--- config.mk ---
export PLATFORM = sky130hd
export DESIGN_NAME = sprite_blitter
export DESIGN_NICKNAME = d
export VERILOG_FILES = /design/src/rtl/blit_pkg.sv /design/src/rtl/blit_addr_gen.sv /design/src/rtl/sprite_blitter.sv
export SDC_FILE = /design/constraint.sdc
export NUM_CORES = 1
export LEC_CHECK = 0
export BUFFER_PORTS_ARGS = -buffer_cell sky130_fd_sc_hd__buf_2
export CORE_MARGIN = 3
export CORE_UTILIZATION = 30
export CTS_BUF_LIST = sky130_fd_sc_hd__clkbuf_4 sky130_fd_sc_hd__clkbuf_8
export CTS_CLUSTER_SIZE = 28
export DETAILED_ROUTE_END_ITERATION = 7
export PLACE_DENSITY = 0.51
export SLEW_MARGIN = 30
export SYNTH_ARGS = -nofsm -noshare
export SYNTH_HDL_FRONTEND = slang
export SYNTH_SLANG_ARGS = --single-unit
--- constraint.sdc ---
create_clock -name clk -period 5.2 [get_ports clk]
set_input_delay 0.78 -clock clk [delete_from_list [all_inputs] [get_ports clk]]
set_output_delay 0.78 -clock clk [all_outputs]
set_load 0.02 [all_outputs]
--- src/rtl/blit_pkg.sv ---
// Shared geometry defaults, FSM state encoding and command record for the sprite blitter.
package blit_pkg;

   localparam int DEF_SRC_W      = 160;
   localparam int DEF_SRC_H      = 350;
   localparam int DEF_DST_W      = 160;
   localparam int DEF_DST_H      = 120;
   localparam int DEF_COLOR_BITS = 9;
   localparam int DEF_ADDRW      = 16;
   localparam int DEF_COORDW     = 10;

   typedef enum logic [1:0] {
      IDLE  = 2'd0,
      RUN   = 2'd1,
      DRAIN = 2'd2,
      DONE  = 2'd3
   } blit_state_e;

   typedef struct packed {
      logic [DEF_COORDW-1:0] src_x;
      logic [DEF_COORDW-1:0] src_y;
      logic [DEF_COORDW-1:0] w;
      logic [DEF_COORDW-1:0] h;
      logic [DEF_COORDW-1:0] dst_x;
      logic [DEF_COORDW-1:0] dst_y;
      logic                  flip_x;
      logic                  key_en;
   } blit_cmd_t;

endpackage

--- src/rtl/blit_addr_gen.sv ---
// Row-major walker over the source rectangle: produces the registered VRAM address (S0)
// together with the destination coordinates of the pixel it fetches.
module blit_addr_gen import blit_pkg::*; #(
   parameter int SRC_W  = DEF_SRC_W,
   parameter int ADDRW  = DEF_ADDRW,
   parameter int COORDW = DEF_COORDW
) (
   input  logic              clk,
   input  logic              reset_n,
   input  logic              clear,
   input  logic              advance,
   input  logic              issue,
   input  logic [COORDW-1:0] src_x,
   input  logic [COORDW-1:0] src_y,
   input  logic [COORDW-1:0] w,
   input  logic [COORDW-1:0] h,
   input  logic [COORDW-1:0] dst_x,
   input  logic [COORDW-1:0] dst_y,
   input  logic              flip_x,
   output logic [ADDRW-1:0]  vram_addr,
   output logic              tag_valid,
   output logic [COORDW:0]   dx,
   output logic [COORDW:0]   dy,
   output logic              last
);

   logic [COORDW-1:0] i_r;
   logic [COORDW-1:0] j_r;
   logic [ADDRW-1:0]  sx_s;
   logic [ADDRW-1:0]  sy_s;
   logic [ADDRW-1:0]  addr_s;
   logic              row_end_s;

   // Source column/row mapping and address multiply-add; sums wrap modulo 2^ADDRW.
   always_comb begin
      sx_s = ADDRW'(src_x) + ADDRW'(i_r);
      if (flip_x) begin
         sx_s = ADDRW'(src_x) + ADDRW'(w) - ADDRW'(i_r) - ADDRW'(1'b1);
      end else begin
         sx_s = ADDRW'(src_x) + ADDRW'(i_r);
      end
      sy_s      = ADDRW'(src_y) + ADDRW'(j_r);
      addr_s    = sy_s * ADDRW'(SRC_W) + sx_s;
      row_end_s = (i_r == w - COORDW'(1'b1));
      last      = row_end_s && (j_r == h - COORDW'(1'b1));
   end

   // Counters and the S0 address/tag register; everything holds while the output stalls.
   always_ff @(posedge clk or negedge reset_n) begin
      if (!reset_n) begin
         i_r       <= {COORDW{1'b0}};
         j_r       <= {COORDW{1'b0}};
         vram_addr <= {ADDRW{1'b0}};
         tag_valid <= 1'b0;
         dx        <= {(COORDW+1){1'b0}};
         dy        <= {(COORDW+1){1'b0}};
      end else if (clear) begin
         i_r       <= {COORDW{1'b0}};
         j_r       <= {COORDW{1'b0}};
         tag_valid <= 1'b0;
      end else if (advance) begin
         tag_valid <= issue;
         if (issue) begin
            vram_addr <= addr_s;
            dx        <= {1'b0, dst_x} + {1'b0, i_r};
            dy        <= {1'b0, dst_y} + {1'b0, j_r};
            if (row_end_s) begin
               i_r <= {COORDW{1'b0}};
               j_r <= j_r + COORDW'(1'b1);
            end else begin
               i_r <= i_r + COORDW'(1'b1);
            end
         end
      end
   end

endmodule

--- src/rtl/sprite_blitter.sv ---
// Command-driven sprite copy engine: VRAM read pipeline with clipping, colour-key
// filtering and a stall-able output register feeding the framebuffer writer.
module sprite_blitter import blit_pkg::*; #(
   parameter int SRC_W      = DEF_SRC_W,
   parameter int SRC_H      = DEF_SRC_H,
   parameter int DST_W      = DEF_DST_W,
   parameter int DST_H      = DEF_DST_H,
   parameter int COLOR_BITS = DEF_COLOR_BITS,
   parameter int ADDRW      = DEF_ADDRW,
   parameter int COORDW     = DEF_COORDW,
   parameter logic [COLOR_BITS-1:0] KEY_COLOR = {COLOR_BITS{1'b1}}
) (
   input  logic                  clk,
   input  logic                  reset_n,
   input  logic                  cmd_valid,
   output logic                  cmd_ready,
   input  logic [COORDW-1:0]     cmd_src_x,
   input  logic [COORDW-1:0]     cmd_src_y,
   input  logic [COORDW-1:0]     cmd_w,
   input  logic [COORDW-1:0]     cmd_h,
   input  logic [COORDW-1:0]     cmd_dst_x,
   input  logic [COORDW-1:0]     cmd_dst_y,
   input  logic                  cmd_flip_x,
   input  logic                  cmd_key_en,
   output logic [ADDRW-1:0]      vram_addr,
   input  logic [COLOR_BITS-1:0] vram_q,
   output logic                  pix_valid,
   input  logic                  pix_ready,
   output logic [COORDW-1:0]     pix_x,
   output logic [COORDW-1:0]     pix_y,
   output logic [COLOR_BITS-1:0] pix_color,
   output logic                  busy,
   output logic                  done
);

   // A sprite sheet that cannot be addressed in full is a build configuration error.
   if (SRC_W * SRC_H > (1 << ADDRW)) begin : g_vram_too_big
      $error("sprite_blitter: SRC_W*SRC_H exceeds the VRAM address space");
   end

   blit_state_e               state_r, state_s;
   blit_cmd_t                 cmd_r;
   logic                      accept_s, stall_s, advance_s, issue_s, last_s;
   logic                      s0_valid_s;
   logic [COORDW:0]           s0_dx_s, s0_dy_s;
   logic                      s1_valid_r, s1_loaded_r;
   logic [COORDW:0]           s1_dx_r, s1_dy_r;
   logic [COLOR_BITS-1:0]     s1_color_r, s1_color_s;
   logic                      keep_s;

   blit_addr_gen #(.SRC_W(SRC_W), .ADDRW(ADDRW), .COORDW(COORDW)) u_addr_gen (
      .clk       (clk),
      .reset_n   (reset_n),
      .clear     (accept_s),
      .advance   (advance_s),
      .issue     (issue_s),
      .src_x     (COORDW'(cmd_r.src_x)),
      .src_y     (COORDW'(cmd_r.src_y)),
      .w         (COORDW'(cmd_r.w)),
      .h         (COORDW'(cmd_r.h)),
      .dst_x     (COORDW'(cmd_r.dst_x)),
      .dst_y     (COORDW'(cmd_r.dst_y)),
      .flip_x    (cmd_r.flip_x),
      .vram_addr (vram_addr),
      .tag_valid (s0_valid_s),
      .dx        (s0_dx_s),
      .dy        (s0_dy_s),
      .last      (last_s)
   );

   // Handshake and pipeline-advance decode.
   always_comb begin
      accept_s  = cmd_valid && cmd_ready;
      stall_s   = pix_valid && !pix_ready;
      advance_s = !stall_s;
      issue_s   = (state_r == RUN) && advance_s;
   end

   // Next-state logic; DRAIN leaves as soon as the last pixel is being accepted.
   always_comb begin
      state_s = state_r;
      case (state_r)
         IDLE: begin
            if (accept_s) begin
               if ((cmd_w == {COORDW{1'b0}}) || (cmd_h == {COORDW{1'b0}})) begin
                  state_s = DONE;
               end else begin
                  state_s = RUN;
               end
            end else begin
               state_s = IDLE;
            end
         end
         RUN: begin
            if (issue_s && last_s) begin
               state_s = DRAIN;
            end else begin
               state_s = RUN;
            end
         end
         DRAIN: begin
            if (!s0_valid_s && !s1_valid_r && (!pix_valid || pix_ready)) begin
               state_s = DONE;
            end else begin
               state_s = DRAIN;
            end
         end
         DONE:    state_s = IDLE;
         default: state_s = IDLE;
      endcase
   end

   // State register, registered status outputs and command latch.
   always_ff @(posedge clk or negedge reset_n) begin
      if (!reset_n) begin
         state_r   <= IDLE;
         cmd_ready <= 1'b1;
         busy      <= 1'b0;
         done      <= 1'b0;
         cmd_r     <= '0;
      end else begin
         state_r   <= state_s;
         cmd_ready <= (state_s == IDLE);
         busy      <= (state_s == RUN) || (state_s == DRAIN);
         done      <= (state_s == DONE);
         if (accept_s) begin
            cmd_r <= '{src_x: DEF_COORDW'(cmd_src_x), src_y: DEF_COORDW'(cmd_src_y),
                       w: DEF_COORDW'(cmd_w), h: DEF_COORDW'(cmd_h),
                       dst_x: DEF_COORDW'(cmd_dst_x), dst_y: DEF_COORDW'(cmd_dst_y),
                       flip_x: cmd_flip_x, key_en: cmd_key_en};
         end
      end
   end

   // After the first held cycle the VRAM shows the next address, so S1 keeps its own copy.
   always_comb begin
      s1_color_s = s1_loaded_r ? vram_q : s1_color_r;
      keep_s     = s1_valid_r
                && (s1_dx_r < (COORDW+1)'(DST_W))
                && (s1_dy_r < (COORDW+1)'(DST_H))
                && !(cmd_r.key_en && (s1_color_s == KEY_COLOR));
   end

   // S1: tag aligned with the VRAM read data.
   always_ff @(posedge clk or negedge reset_n) begin
      if (!reset_n) begin
         s1_valid_r  <= 1'b0;
         s1_loaded_r <= 1'b0;
         s1_dx_r     <= {(COORDW+1){1'b0}};
         s1_dy_r     <= {(COORDW+1){1'b0}};
         s1_color_r  <= {COLOR_BITS{1'b0}};
      end else begin
         s1_color_r  <= s1_color_s;
         s1_loaded_r <= advance_s;
         if (advance_s) begin
            s1_valid_r <= s0_valid_s;
            s1_dx_r    <= s0_dx_s;
            s1_dy_r    <= s0_dy_s;
         end
      end
   end

   // S2: output register, frozen while the sink refuses the pixel.
   always_ff @(posedge clk or negedge reset_n) begin
      if (!reset_n) begin
         pix_valid <= 1'b0;
         pix_x     <= {COORDW{1'b0}};
         pix_y     <= {COORDW{1'b0}};
         pix_color <= {COLOR_BITS{1'b0}};
      end else if (advance_s) begin
         pix_valid <= keep_s;
         if (keep_s) begin
            pix_x     <= s1_dx_r[COORDW-1:0];
            pix_y     <= s1_dy_r[COORDW-1:0];
            pix_color <= s1_color_s;
         end
      end
   end

endmodule

==> impl_metrics.py <==
metrics = {
    "sta": {
        "clock.fmax_ghz": 0.2034,
        "rsz0062_at_grt": "no",
        "fin_skew_ps": 21.92,
        "slew_headroom_pct": 43.48,
        "finalSetupViolCount": 0,
        "post-route-period-util_pct": 94.54,
        "fin_tns_setup_ps": 0,
        "tightest_slew_ps": 844.8,
        "period_needed_ps": 4916,
        "hold_violations": 0,
        "drv_slew": 0,
    },
    "worst_setup_path": {
        "arrival_ps": 5360,
        "path_max_fanout": 4,
        "start_kind": "flip-flop",
        "crit_type": "flip-flop to flip-flop",
        "crit_required_ps": 5640,
        "end_kind": "flip-flop",
    },
    "cts": {
        "h-tree-depth": 4,
        "cts-root-buf": "clkbuf_8",
        "cts.sinks": 189,
        "cts.clk_slew.worst_paths_ps": 120,
        "cts_buffers": 17,
        "cts_tree": "yes",
        "clk_latency_ps": 510,
        "clock_path_buffers": 2,
        "ctsHoldBuffers": 0,
    },
    "floorplanning": {
        "start_util_pct": 30.62,
        "dieArea_um2": 40000,
        "coreArea_um2": 36870,
        "num_rows": 70,
        "ios": 124,
        "die_w_um": 200.0,
        "die_h_um": 200.0,
    },
    "route": {
        "vias_per_cell": 4.684,
        "antenna_left": 0,
        "wirelength_um": 28660,
        "drcViolationCount": 0,
        "via_count": 8763,
        "routedWlPerCell_um": 15.32,
        "drt_iter0_drc": 433,
        "first_pass_iters": 4,
    },
    "finish": {
        "final_layout_size_suffix_gt1_share_pct": 15.96,
        "num-nets-final": 1528,
        "n_fill_cell": 3870,
        "area_delta_synth_final_pct": 14.88,
        "final_cell_mix": "nand2_1 (305), dfrtp_1 (188), buf_2 (122)",
        "final_common_cell": "nand2_1",
        "instances_no_fill": 1871,
        "utilization_pct": 35.18,
    },
    "placed_design": {
        "hpwl_um": 21460,
        "gp_congestion": 0.8547,
        "numPortBuffers": 123,
        "dp_cells": 1834,
    },
    "grt": {
        "grt_pass1_vias": 8630,
        "grt_max_degree": 92,
        "grt_usage_pct": 14.70,
        "gr-total-overflow": 0,
        "grt_antenna_before_repair": 1,
        "grt_pass1_wl_um": 46370,
    },
    "synthesis": {
        "yosysUniqueCellTypes": 68,
        "synth_seq_area_share_pct": 41.89,
        "synth.net_count": 1408,
        "yosysWarnings": 0,
        "synth_area_um2": 11290,
        "avgSynthCellArea_um2": 9.158,
        "synth_ff_type": "dfrtp_1",
        "synthCells": 1233,
        "synth_edf_count": 0,
        "ys_ff_latch": 189,
        "async_flop_share_pct": 100.0,
    },
    "flow_run": {
        "cap_violations": 0,
    },
    "run_status": {
        "status": "completed",
    },
    "power_and_ir_drop": {
        "p_int_mw": 5.711,
        "switching_share_pct": 45.97,
        "seqPwrFrac_pct": 25.5,
        "p_total_mw": 10.57,
        "cellPowerDensity_nw_per_um2": 814.8,
        "vdd_drop_max_mv": 0.5589,
        "leakage_nw": 6.422,
        "power_frac_comb_pct": 64.7,
        "pwr-share-clk_pct": 9.8,
        "switchingPower_mw": 4.859,
    },
    "hold_path": {
        "worstHoldPathType": "input port to asynchronous set/reset pin",
    },
}
metrics by stage:
step                      setup WS, ps  hold slack (ps)  area, µm²
after floorplan                  360.1            434.8      11290
after global placement           114.2            446.0      12510
after detailed placement         39.84            448.5      12510
after CTS                        9.910            341.3      12920
after global routing             20.69            345.8      12970
final                            283.7            343.1      12970
final timing paths:
check,from,endpoint,slack (ps),depth (start not counted)
setup / recovery,cmd_r[32],u_addr_gen.vram_addr[15],280,24
hold / removal,reset_n,pix_x[2],340,1
setup reg to reg,cmd_r[32],u_addr_gen.vram_addr[15],280,24
hold reg to reg,u_addr_gen.dx[6],s1_dx_r[6],460,2
max in group asynchronous,reset_n,cmd_r[30],3650,2
min in group clk,cmd_src_x[7],cmd_r[59],460,3
worst max-delay path, cell delays in order, from the launching register on:
cell      delay, ps
dfrtp_1         400
ha_1            240
fa_2            360
a21o_1          190
a21oi_2         180
nor2b_1          80
o21a_1          190
o21ai_1         130
nand2b_1         80
a21oi_2         150
xnor2_1         130
ha_1            270
and3_1          150
a221o_1         370
xor2_1          160
nand2_1          60
o21ai_0         110
ha_1            370
a41oi_1         230
o21ai_1         130
o31ai_2         270
o21ai_1         130
xnor2_1         160
xnor3_1         230
o21ai_1         110
cell type report:
cell class / count / area (µm²) / share of cell area [%]
Tap cell: 504 / 630.6 / 4.861
Timing Repair Buffer: 142 / 779.5 / 6.009
Inverter: 66 / 247.7 / 1.910
Clock inverter: 14 / 170.2 / 1.312
Clock buffer: 18 / 241.5 / 1.862
Sequential cell: 189 / 4731 / 36.47
Multi-Input combinational cell: 937 / 6170 / 47.56
Antenna cell: 1 / 2.502 / 0.01929
synth_stat cells, drive strengths merged (16+ instances only):
cell type  number  area, µm²
mux2i          16      160.2
a21o           25      187.7
nor2           41      153.9
xor2           33      289.0
inv            66      247.7
nand2         307       1152
ha             92       1151
mux2           24      270.3
o21ai          97      485.5
clkbuf         31      116.4
a21oi          47      235.2
dfrtp         188       4705
xnor2          44      404.1
power by group through the flow:
| stage | clock network [mW] | logic (mW) | registers, mW |
|---|---|---|---|
| 3_5_place_dp | 0 | 6.72 | 2.74 |
| 3_3_place_gp | 0 | 6.60 | 2.73 |
| 4_1_cts | 1.08 | 6.76 | 2.71 |
| 5_1_grt | 1.14 | 7.81 | 2.79 |
| 2_1_floorplan | 0 | 5.03 | 2.71 |
| 6_report | 1.04 | 6.84 | 2.69 |
registers in the layout, indices dropped and copies added (netlist names), 10 cells and up:
signal	count
cmd_r	62
pix_x	10
pix_y	10
s1_dx_r	11
s1_dy_r	11
u_addr_gen.dx	11
u_addr_gen.dy	11
u_addr_gen.i_r	10
u_addr_gen.j_r	10
u_addr_gen.vram_addr	16
layer usage:
| layer | up-vias | track usage [%] | share of wire [%] |
|---|---|---|---|
| met5 | - | 0 | 0.045 |
| met4 | 2 | 3.903 | 1.4 |
| met3 | 23 | 2.786 | 3.0 |
| met2 | 118 | 23.87 | 46 |
| met1 | 4148 | 20.25 | 49 |
| li1 | 4472 | - | - |
cells by family after synthesis:
logic type,Yosys count,synth area share [%]
buffers and inverters,107,3.712
xor gates and xnor gates,78,6.338
DFF,189,41.89
and+or+nand+nor,477,19.24
muxes,40,3.812
AOI/OAI and AO/OA,242,13.40
adders and majority gates,100,11.61
what timing repair did:
item,4_1_cts,5_1_grt
setup endpoints to repair,0,3
setup buffers,0,4
resized for setup,0,9
endpoints found under the hold margin,0,0
No activity file was read; power rests on OpenSTA's default activity.
